===== src/rtl/if_id_buffer.sv =====
// Small in-order instruction queue between fetch and decode.
// Buffers {PC, NPC, IR}, stalls fetch when full and drops everything on a taken branch.
module if_id_buffer #(
  parameter int          DEPTH    = 2,
  parameter logic [31:0] NOP_INST = 32'h0000_0013
) (
  input  logic                       clk,
  input  logic                       rst,
  input  logic [31:0]                if_PC_in,
  input  logic [31:0]                if_NPC_in,
  input  logic [31:0]                if_IR_in,
  input  logic                       if_valid_inst_in,
  input  logic                       ex_take_branch_out,
  input  logic                       id_ready,
  output logic                       if_stall_out,
  output logic [31:0]                if_id_PC,
  output logic [31:0]                if_id_NPC,
  output logic [31:0]                if_id_IR,
  output logic                       if_id_valid_inst,
  output logic [$clog2(DEPTH):0]     if_id_count
);

  localparam int PTR_W = $clog2(DEPTH);
  localparam int CNT_W = PTR_W + 1;

  typedef struct packed {
    logic [31:0] pc;
    logic [31:0] npc;
    logic [31:0] ir;
  } entry_t;

  entry_t             entry_mem [DEPTH];
  logic [PTR_W-1:0]   rd_ptr_reg;
  logic [PTR_W-1:0]   wr_ptr_reg;
  logic [CNT_W-1:0]   count_reg;
  logic [CNT_W-1:0]   count_next;

  logic full;
  logic empty;
  logic push;
  logic pop;
  entry_t head;

  assign full  = (count_reg == CNT_W'(DEPTH));
  assign empty = (count_reg == '0);

  // Full blocks a push even when a pop frees a slot this cycle, keeping stall registered.
  assign push = if_valid_inst_in & ~full  & ~ex_take_branch_out;
  assign pop  = id_ready         & ~empty & ~ex_take_branch_out;

  always_comb begin
    count_next = count_reg;
    unique case ({push, pop})
      2'b10:   count_next = count_reg + CNT_W'(1);
      2'b01:   count_next = count_reg - CNT_W'(1);
      default: count_next = count_reg;
    endcase
  end

  always_ff @(posedge clk) begin
    if (!rst || ex_take_branch_out) begin
      rd_ptr_reg <= '0;
      wr_ptr_reg <= '0;
      count_reg  <= '0;
    end else begin
      if (push) wr_ptr_reg <= wr_ptr_reg + PTR_W'(1);
      if (pop)  rd_ptr_reg <= rd_ptr_reg + PTR_W'(1);
      count_reg <= count_next;
    end
  end

  // Storage is never cleared; the empty gating below hides stale contents.
  always_ff @(posedge clk) begin
    if (rst && push) begin
      entry_mem[wr_ptr_reg] <= '{pc: if_PC_in, npc: if_NPC_in, ir: if_IR_in};
    end
  end

  assign head = entry_mem[rd_ptr_reg];

  assign if_stall_out     = full;
  assign if_id_count      = count_reg;
  assign if_id_valid_inst = ~empty;
  assign if_id_PC         = empty ? 32'h0 : head.pc;
  assign if_id_NPC        = empty ? 32'h0 : head.npc;
  assign if_id_IR         = empty ? NOP_INST : head.ir;

endmodule


===== config.mk =====
export PLATFORM = sky130hd
export DESIGN_NAME = if_id_buffer
export DESIGN_NICKNAME = d
export VERILOG_FILES = /design/src/rtl/if_id_buffer.sv
export SDC_FILE = /design/constraint.sdc
export NUM_CORES = 1
export LEC_CHECK = 0
export BUFFER_PORTS_ARGS = -buffer_cell sky130_fd_sc_hd__buf_2
export CAP_MARGIN = 20
export CORE_UTILIZATION = 36
export DETAILED_ROUTE_END_ITERATION = 10
export PLACE_DENSITY = 0.59
export REMOVE_ABC_BUFFERS = 1
export SLEW_MARGIN = 20
export SYNTH_ARGS = -nofsm -noshare
export SYNTH_HDL_FRONTEND = slang
export SYNTH_SLANG_ARGS = --single-unit

===== constraint.sdc =====
create_clock -name clk -period 9.8 [get_ports clk]
set_clock_uncertainty 0.05 [all_clocks]
set_input_delay 2.94 -clock clk [delete_from_list [all_inputs] [get_ports clk]]
set_output_delay 2.94 -clock clk [all_outputs]
set_load 0.1 [all_outputs]

==> run summary <==
Syn Std Cell Area: 7460 um^2
# hold bufs at CTS: 0
met1 GRT Util: 16.9%
Vias: 4265
WL per Instance: 15.9 um
most flop-heavy register: entry_mem
# port buffers: 200
CTS tree: yes
class of the worst hold path: reg -> reg
Total GRT Usage: 14.0%
Die Width: 146 um
P_leak: 3.41 nW
Placeable Area: 20300 um^2
synthesized instance count: 436
DP Area: 8740 um^2
worst setup path category: reg -> out
area of all placed cells without fillers: 9290 um^2
Slew Limit Fails: 0
most area-consuming cells after synthesis: edfxtp_1 (77%), mux2i_1 (13%), nor2_1 (4.9%), dfxtp_1 (1.3%), buf_2 (0.87%)
Worst Tran Pin Value: 1.05 ns
Rel. slew slack: 30.2%
initial core utilization: 36.7%
GR peak layer: met2
unique cell type count in the Yosys netlist: 20
Clock transition at path regs: 0.07 ns
root buffer cell: clkbuf_16
post-route ant nets: 0
average size of a mapped cell: 17.1 um^2
yosys warns: 0
final setup fails: 0
Clock Latency Late Sink: 0.42 ns
fmax: 165 MHz
Setup crit end kind: output port
largest net degree at the start of global routing: 95
Area Growth Syn to Fin: 24.6%
Hold Fails Final Rpt: 0
vias per cell: 4.62
Crit path buffers/inverters: 2
die extent in y: 146 um
initial antenna violation count: 2
post-CTS setup buffer count: 0
Clock Tree Buf Depth: 2
worst path cell trace: buf_4 -> mux2i_1 -> nor2_1 -> buf_2
sequential share of the synthesized area: 78.7%
final worst path period share: 61.8%
# fillers: 1826
startpoint types: flip-flop
Num Clock Sinks: 197
pwr dens: 189 nW/um^2
Final Power: 1.75 mW
Placement Rows: 52
post-synth top area share: 77.3%
reg2reg path depth: 5
initial drt markers: 197
area leader, netlist: edfxtp_1
Global Route met3 Usage: 4.45%
worst r2r src: if_id_count[0]$_SDFFE_PP0P_
Tmin final: 6.05 ns
grt ovf: 0
RR Endpoint: entry_mem[1][0]$_DFFE_PP_
register bit count reported by yosys: 197
delay-heaviest family, CP: buffers and inverters
Hold Crit Start: rd_ptr_reg$_SDFFE_PP0P_
worst hold path depth: 2
Multi-input gate area: 1460 um^2
Die Area: 21300 um^2
max-cap violations: 0
drt pass-1 iters: 4
CP Max Fanout: 53
status: finished, final reports clean
Net count, final: 743
Ports: 201
post-DP HPWL: 9300 um
share of cells above drive strength 1: 36.9%
routability cong.: 0.751
hold worst-path end: rd_ptr_reg$_SDFFE_PP0P_
Slowest-stage cell, CP: dfxtp_4
number of flip-flops in the largest register: 192
peak supply drop: 0.116 mV
GRT met2 Usage: 23.8%
DRC Markers: 0
number of global-route vias before repair: 4451
crit path DAT: 3.06 ns
final WL: 14700 um
Setup WS pre-CTS: 4.15 ns
critical path's largest stage delay: 0.88 ns
H-tree depth: 4
number of diodes: 0
FF/Latch Area: 5870 um^2
R2R Setup Slk: 6.83 ns
CTS buffer count: 17
post_cts resized: 0
Worst Slack Setup Final: 3.75 ns
unrepaired setup endpoints after global routing: false
first-pass GRT wire length: 22900 um
Worst Path Required: 6.81 ns
## layer usage
layer / vias up / share of wire [%]
met1: 2087 / 43
li1: 2017 / -
met3: 17 / 6.3
met4: 4 / 1.3
met2: 140 / 49
met5: - / 0.20
## area by class of cell
cell class                      count  share of cell area [%]
Clock buffer                       19                    4.66
Tap cell                          270                    3.64
Inverter                            4                   0.162
Clock inverter                     13                    1.24
Multi-Input combinational cell    214                    15.8
Sequential cell                   197                    63.2
Timing Repair Buffer              207                    11.3
## Yosys cell counts
master    number
nor2_1        98
xnor2_1        1
a21oi_1        2
ha_1           1
xor2_1         2
a21o_1         1
buf_2         13
nand3_1        2
buf_6          4
o21ai_0        2
nand2b_1       1
edfxtp_1     192
dfxtp_1        5
nand2_1        5
or3_1          1
mux2i_1       96
buf_4          1
inv_1          4
nor3_1         2
clkbuf_1       3
## worst register-to-register path, stage by stage (launching register included)
cell and delay [ns]:
dfxtp_1 0.49, nand2b_1 0.26, nand2_1 0.13, nor3_2 0.37, buf_4 0.57, buf_4 0.66
## layout by cell type, fill, tap and decap left out, types with 2 or more instances in the layout
cell        Yosys  final
edfxtp_1      192    192
a21oi_1         2      2
mux2i_1        96     96
inv_8           0      3
clkbuf_1        3      2
inv_1           4      4
o21ai_0         2      2
nor3_2          0      2
nand3_1         2      2
clkinvlp_4      0      2
xor2_1          2      2
clkbuf_16       0     17
clkinv_4        0      4
buf_2          13    200
nand2_1         5      5
nor2_1         98     97
dfxtp_1         5      4
buf_4           1      7
inv_6           0      3
## worst max-delay path by stage
stage	start	endpoint	slack, ns	cells past startpoint
after global placement	flip-flop	if_id_PC[21]	4.17	4
final	flip-flop	if_id_NPC[18]	3.75	4
after CTS	flip-flop	if_id_NPC[18]	3.68	4
after floorplan	ex_take_branch_out	entry_mem[0][0]$_DFFE_PP_	-0.55	3
after detailed placement	flip-flop	if_id_NPC[18]	4.15	4
after global routing	flip-flop	if_id_NPC[18]	3.58	4
## through the flow
stage               instances  utilization, %  hold slack, ns  TNS [ns]
global placement          892            43.1           0.438         0
global route              924            45.8           0.498         0
finish                    924            45.8           0.470         0
floorplan                 415               -           0.422   -104.65
detailed placement        892            43.1           0.452         0
CTS                       924            45.8           0.470         0
## logic make-up (layout without fill, tap and decap cells)
| kind of cell | Yosys count | in the layout | share of synthesized area (%) |
|---|---|---|---|
| DFF | 197 | 197 | 78.7 |
| buffers and inverters | 25 | 243 | 1.93 |
| AOI/OAI and AO/OA | 5 | 5 | 0.369 |
| xor gates and xnor gates | 3 | 3 | 0.352 |
| adders and majority gates | 1 | 1 | 0.168 |
| muxes | 96 | 96 | 12.9 |
| and+or+nand+nor | 109 | 109 | 5.62 |
## report_power, final
group	leakage [nW]	switching, mW	internal [mW]
Combinational	1.36	0.127	0.0332
Clock	0.264	0.313	0.334
Sequential	1.79	0.00512	0.941
No activity file was read; power rests on OpenSTA's default activity.
